**config.mk**
```make
export PLATFORM = sky130hd
export DESIGN_NAME = fpu_normalize_round
export DESIGN_NICKNAME = d
export VERILOG_FILES = /design/src/rtl/fpu_normalize_round.sv
export SDC_FILE = /design/constraint.sdc
export NUM_CORES = 1
export LEC_CHECK = 0
export CORE_ASPECT_RATIO = 0.9
export CORE_UTILIZATION = 30
export CTS_CLUSTER_DIAMETER = 80
export DETAILED_ROUTE_END_ITERATION = 8
export SLEW_MARGIN = 10
export SYNTH_ARGS = -nofsm -noshare
export SYNTH_HDL_FRONTEND = slang
export SYNTH_SLANG_ARGS = --single-unit
```
**constraint.sdc**
```tcl
create_clock -name clk -period 5.6 [get_ports clk]
set_clock_uncertainty 0.2 [all_clocks]
set_input_delay 1.12 -clock clk [delete_from_list [all_inputs] [get_ports clk]]
set_output_delay 1.12 -clock clk [all_outputs]
set_load 0.01 [all_outputs]
```
**src/rtl/fpu_normalize_round.sv**
```systemverilog
// -----------------------------------------------------------------------------
// fpu_normalize_round
//   Post-add stage of the single-precision FPU. Takes the raw sign, biased
//   exponent and extended mantissa from the add/sub stage. It normalizes the
//   mantissa: one right shift when the sum carried out, otherwise one left
//   shift per cycle after cancellation. It then rounds to nearest-even and
//   presents a packed IEEE-754 word on a valid/ready output.
//
// Ports
//   clk           single clock, all state on the rising edge
//   rst           synchronous active-high reset
//   in_valid      upstream operand valid
//   in_ready      stage can accept (high only while idle)
//   in_sign       sign of the raw sum
//   in_exp        biased exponent of the larger operand
//   in_mant       {carry, hidden, frac[22:0], guard, sticky}
//   out_valid     result valid, held until out_ready
//   out_ready     downstream accepts the result
//   out_result    {sign, exp[7:0], frac[22:0]}
//   out_overflow  result saturated to infinity
//   out_underflow result flushed to zero
// -----------------------------------------------------------------------------
module fpu_normalize_round #(
  parameter int BUS_WIDTH = 32
) (
  input  logic                 clk,
  input  logic                 rst,
  input  logic                 in_valid,
  output logic                 in_ready,
  input  logic                 in_sign,
  input  logic [7:0]           in_exp,
  input  logic [26:0]          in_mant,
  output logic                 out_valid,
  input  logic                 out_ready,
  output logic [BUS_WIDTH-1:0] out_result,
  output logic                 out_overflow,
  output logic                 out_underflow
);

  typedef enum logic [1:0] {
    IDLE  = 2'd0,
    NORM  = 2'd1,
    ROUND = 2'd2,
    DONE  = 2'd3
  } state_t;

  state_t       state, state_nx;

  // Working operand. The exponent is 10 bits so that the +1 from a carry or
  // a rounding overflow past 255 stays visible to the overflow test.
  logic         sign_r, sign_nx;
  logic [9:0]   exp_r, exp_nx;
  logic [26:0]  mant_r, mant_nx;

  logic [31:0]  result_r, result_nx;
  logic         ovf_r, ovf_nx;
  logic         unf_r, unf_nx;

  // Round-to-nearest-even and pack. Returns {overflow, packed word}.
  // mant[25] is the hidden one, mant[24:2] the fraction, mant[1:0] guard/sticky.
  function automatic logic [32:0] round_pack(
    input logic        sign,
    input logic [9:0]  exp,
    input logic [26:0] mant
  );
    logic        lsb;
    logic        grd;
    logic        stk;
    logic        up;
    logic [23:0] frac_sum;
    logic [9:0]  exp_rnd;
    logic [32:0] res;
    lsb      = mant[2];
    grd      = mant[1];
    stk      = mant[0];
    up       = grd & (stk | lsb);
    frac_sum = {1'b0, mant[24:2]} + {23'd0, up};
    // A carry out of the fraction means it wrapped to zero: bump the exponent.
    exp_rnd  = exp + {9'd0, frac_sum[23]};
    if (exp_rnd >= 10'd255) begin
      res = {1'b1, sign, 8'hFF, 23'h0};
    end else begin
      res = {1'b0, sign, exp_rnd[7:0], frac_sum[22:0]};
    end
    return res;
  endfunction

  // Flush-to-zero keeps the sign of the raw sum.
  function automatic logic [31:0] flush_word(input logic sign);
    return {sign, 31'h0};
  endfunction

  // ---- state and datapath registers ----
  always_ff @(posedge clk) begin
    if (rst) begin
      state    <= IDLE;
      result_r <= 32'h0;
      ovf_r    <= 1'b0;
      unf_r    <= 1'b0;
    end else begin
      state    <= state_nx;
      result_r <= result_nx;
      ovf_r    <= ovf_nx;
      unf_r    <= unf_nx;
    end
  end

  // The working operand is always reloaded on accept, so it needs no reset.
  always_ff @(posedge clk) begin
    sign_r <= sign_nx;
    exp_r  <= exp_nx;
    mant_r <= mant_nx;
  end

  // ---- next-state and datapath update ----
  always_comb begin
    state_nx  = state;
    sign_nx   = sign_r;
    exp_nx    = exp_r;
    mant_nx   = mant_r;
    result_nx = result_r;
    ovf_nx    = ovf_r;
    unf_nx    = unf_r;

    unique case (state)
      IDLE: begin
        if (in_valid) begin
          sign_nx  = in_sign;
          exp_nx   = {2'b00, in_exp};
          mant_nx  = in_mant;
          ovf_nx   = 1'b0;
          unf_nx   = 1'b0;
          state_nx = NORM;
        end
      end

      NORM: begin
        if (mant_r == 27'd0) begin
          // Exact cancellation always gives +0.
          result_nx = 32'h0;
          state_nx  = DONE;
        end else if (mant_r[26]) begin
          // Carry out: shift right once, folding the dropped bit into sticky.
          mant_nx  = {1'b0, mant_r[26:2], mant_r[1] | mant_r[0]};
          exp_nx   = exp_r + 10'd1;
          state_nx = ROUND;
        end else if (exp_r == 10'd0) begin
          result_nx = flush_word(sign_r);
          unf_nx    = 1'b1;
          state_nx  = DONE;
        end else if (mant_r[25]) begin
          state_nx = ROUND;
        end else if (exp_r == 10'd1) begin
          // One more left shift would take the exponent to zero: flush.
          result_nx = flush_word(sign_r);
          unf_nx    = 1'b1;
          state_nx  = DONE;
        end else begin
          mant_nx = {mant_r[25:0], 1'b0};
          exp_nx  = exp_r - 10'd1;
        end
      end

      ROUND: begin
        {ovf_nx, result_nx} = round_pack(sign_r, exp_r, mant_r);
        state_nx = DONE;
      end

      DONE: begin
        // Returning to IDLE here means a new operand is taken at the earliest
        // one cycle after the result handshake.
        if (out_ready) begin
          state_nx = IDLE;
        end
      end

      default: begin
        state_nx = IDLE;
      end
    endcase
  end

  assign in_ready      = (state == IDLE);
  assign out_valid     = (state == DONE);
  assign out_result    = result_r;
  assign out_overflow  = ovf_r;
  assign out_underflow = unf_r;

endmodule

```
==> reports/metrics.cfg <==
[yosys]
synth_edf_count = 38
synth-seq-area-share = 0.425
synth.top_cell.area_share = 0.260
ys_ff_latch = 74
syn-mean-instance-area_um2 = 9.63
syn_area_um2 = 4380
ys_top_cells_by_area = edfxtp_1 26%, dfxtp_1 16%, a221o_1 5.3%, xnor2_1 4.4%, and3_1 3.7%
ys_warn_count = 0
synth_flop_cell = edfxtp_1
synth_top_area_cell = edfxtp_1
syn_nets = 506
synthCells = 455
synth-async-reset-ratio = 0
yosysUniqueCellTypes = 55

[timing]
finalCritPeriodShare = 0.735
slew_violations = 0
slew_headroom = 0.204
post-route-min-period_ps = 4110
max_freq_mhz = 243
setup_violations = 0
finalHoldViolCount = 0
worst_slew_pin_slew_ps = 1190
rsz0062_at_grt = false
finalSetupTns_ps = 0

[routing]
drt-initial-drc-count = 347
wirelength_um = 12100
dr_wl_met2_um = 5140
drc = 0
avgViaCountPerCell = 5.35
dr_total_vias = 3784
wl_per_cell_um = 17.0
top_layer = met4
route.layer.met1.wl_um = 5760
ant_nets = 0
drtPass1Iterations = 5
wl_met3_um = 811

[placed_design]
port_buffers = 75
hpwl_um = 8710
gp_congestion = 0.913

[grt]
grt.total_usage = 0.168
antenna_found_initial = 0
grt_start_max_net_pins = 47
overflow = 0
first_global_vias = 3672
grt_pass1_wl_um = 19600

[worst_hold_path]
min_path_type = flop to flop

[finish]
final_nets = 560
layout-drive-gt1-share = 0.0895
diodes = 0
fillers = 1418
syn_to_final_growth_pct = 28.1

[worst_setup_path]
worstSetupEndpoint = out_result[18]$_SDFFE_PP0P_
rr_startpoint = mant_r[4]$_DFFE_PP_
cp_max_fo = 11
reg2reg_slack_ps = 1490
crit_required_ps = 5630
r2r_end = out_result[18]$_SDFFE_PP0P_
critPathKind = flop to flop
critPathArrivalTime_ps = 4150
critPathLaunchType = flop
cp-startpoint = mant_r[4]$_DFFE_PP_
worst_setup_path_end_kind = flop
ff2ff_path_depth = 12

[floorplan]
chipWidth_um = 129
die-height_um = 117
core_region_area_um2 = 14200
initial_core_util = 0.309
die_area_um2 = 15100
top_level_ports = 76
rows = 41

[clock_network]
cts_hold_buffers = 0
clk_pin_slew_ps = 60
cts_root_buffer = clkbuf_16
clock_latency_ps = 340
cts_sinks = 74
cts_buffers = 9
cts_max_level = 3
cts_setup_buffers = 0
cts.path.max_buffers = 2
cts_resized = 0
cts_tree = built

[power_and_ir_drop]
peakVddDrop_mv = 0.214
total_power_w = 0.00297
power_density_nw_per_um2 = 529
p_leak_nw = 1.94

[run]
max_cap_violations = 0

[run_status]
status = completed

[through the flow]
| stage | hold slack (ps) | util | instance area [um^2] | setup slack (ps) | std cells |
|---|---|---|---|---|---|
| floorplan | 276 | - | 4380 | 1740 | 455 |
| global placement | 249 | 0.371 | 5260 | 1630 | 691 |
| detailed placement | 250 | 0.371 | 5260 | 1490 | 691 |
| CTS | 256 | 0.396 | 5610 | 1510 | 707 |
| global route | 284 | 0.396 | 5610 | 1200 | 707 |
| finish | 254 | 0.396 | 5610 | 1490 | 707 |
[logic make-up after synthesis]
kind of cell    Yosys count  synth area share
flops                    74             0.425
fa+ha+maj                11            0.0314
compound gates           94             0.177
xor+xnor                 35            0.0700
buf+inv                  48            0.0491
mux                       9            0.0229
simple gates            184             0.224
[sequential cells by signal, summed over array words and instances (netlist names)]
name	count
out_result	32
mant_r	27
out_overflow	1
out_underflow	1
state	2
exp_r	10
sign_r	1
[cells in the mapped netlist, types with 7 or more instances]
cell type and count:
a21oi_1 24, a221o_1 23, a32o_1 10, and3_1 26, clkbuf_1 27, dfxtp_1 36, edfxtp_1 38, ha_1 11
inv_1 10, mux2_2 8, nand2_1 40, nand3_1 29, nand4_1 14, nor2_1 23, nor3_1 12, nor4_1 7
o21ai_0 8, xnor2_1 22, xor2_1 13
[cell type report]
| cell class | count | area [um^2] | share of cell area |
|---|---|---|---|
| Clock inverter | 5 | 81.3 | 0.0145 |
| Multi-Input combinational cell | 333 | 2320 | 0.413 |
| Timing Repair Buffer | 81 | 796 | 0.142 |
| Inverter | 10 | 37.5 | 0.00669 |
| Tap cell | 193 | 241 | 0.0430 |
| Clock buffer | 11 | 275 | 0.0490 |
| Sequential cell | 74 | 1860 | 0.332 |
[how the worst min path moves through the flow]
stage | start | slack (ps) | cells after the start | end
4_1_cts | out_result[29]$_SDFFE_PP0P_ | 260 | 2 | out_result[29]$_SDFFE_PP0P_
6_report | out_result[29]$_SDFFE_PP0P_ | 250 | 2 | out_result[29]$_SDFFE_PP0P_
2_1_floorplan | out_result[23]$_SDFFE_PP0P_ | 280 | 2 | out_result[23]$_SDFFE_PP0P_
5_1_grt | out_overflow$_SDFFE_PP0P_ | 280 | 2 | out_overflow$_SDFFE_PP0P_
3_5_place_dp | out_result[29]$_SDFFE_PP0P_ | 250 | 2 | out_result[29]$_SDFFE_PP0P_
3_3_place_gp | out_result[30]$_SDFFE_PP0P_ | 250 | 2 | out_result[30]$_SDFFE_PP0P_
[layer usage]
metal | GRT usage | vias to the layer above
met5 | 0 | -
met4 | 0.0894 | 0
met3 | 0.0238 | 20
met2 | 0.240 | 142
met1 | 0.244 | 1793
li1 | - | 1829
[cell usage in the layout, fill, tap and decap left out, types with 2 or more instances in the layout]
master           count
bufinv_16            2
nand3_1             29
edfxtp_1            38
a41oi_1              2
clkbuf_16           11
o41ai_1              3
buf_4                6
and4_1               4
nor2_1              23
o41ai_2              6
a21oi_1             23
nand2b_1             5
dfxtp_1             36
or4_1                2
ha_1                11
inv_1               10
clkdlybuf4s50_1     75
nor3_1              12
and3_1              26
or3_1                4
o21ai_0              8
a32o_1              10
or2_2                3
xnor2_1             22
a221o_1             23
nand2_1             40
nor2b_1              3
xor2_1              13
and2_1               6
nor4_1               7
nand4_1             14
a31oi_1              3
mux2_2               8
[critical path, stage by stage, from the launching register on]
cell,delay (ps)
edfxtp_1,470
nand4_1,230
or2_2,380
nor3_1,270
and4_1,260
ha_1,180
ha_1,220
and2_1,180
nand4_1,150
mux2_2,310
or4_1,530
and2_1,330
a32o_1,290
[power by group]
group,total [W],switching (W),internal (W)
clock,0.000677,0.000233,0.000444
sequential,0.00115,0.000318,0.000836
combinational,0.00114,0.000677,0.000458
total,0.00297,0.00123,0.00174
Note: power is estimated with default switching activity, not from simulation.
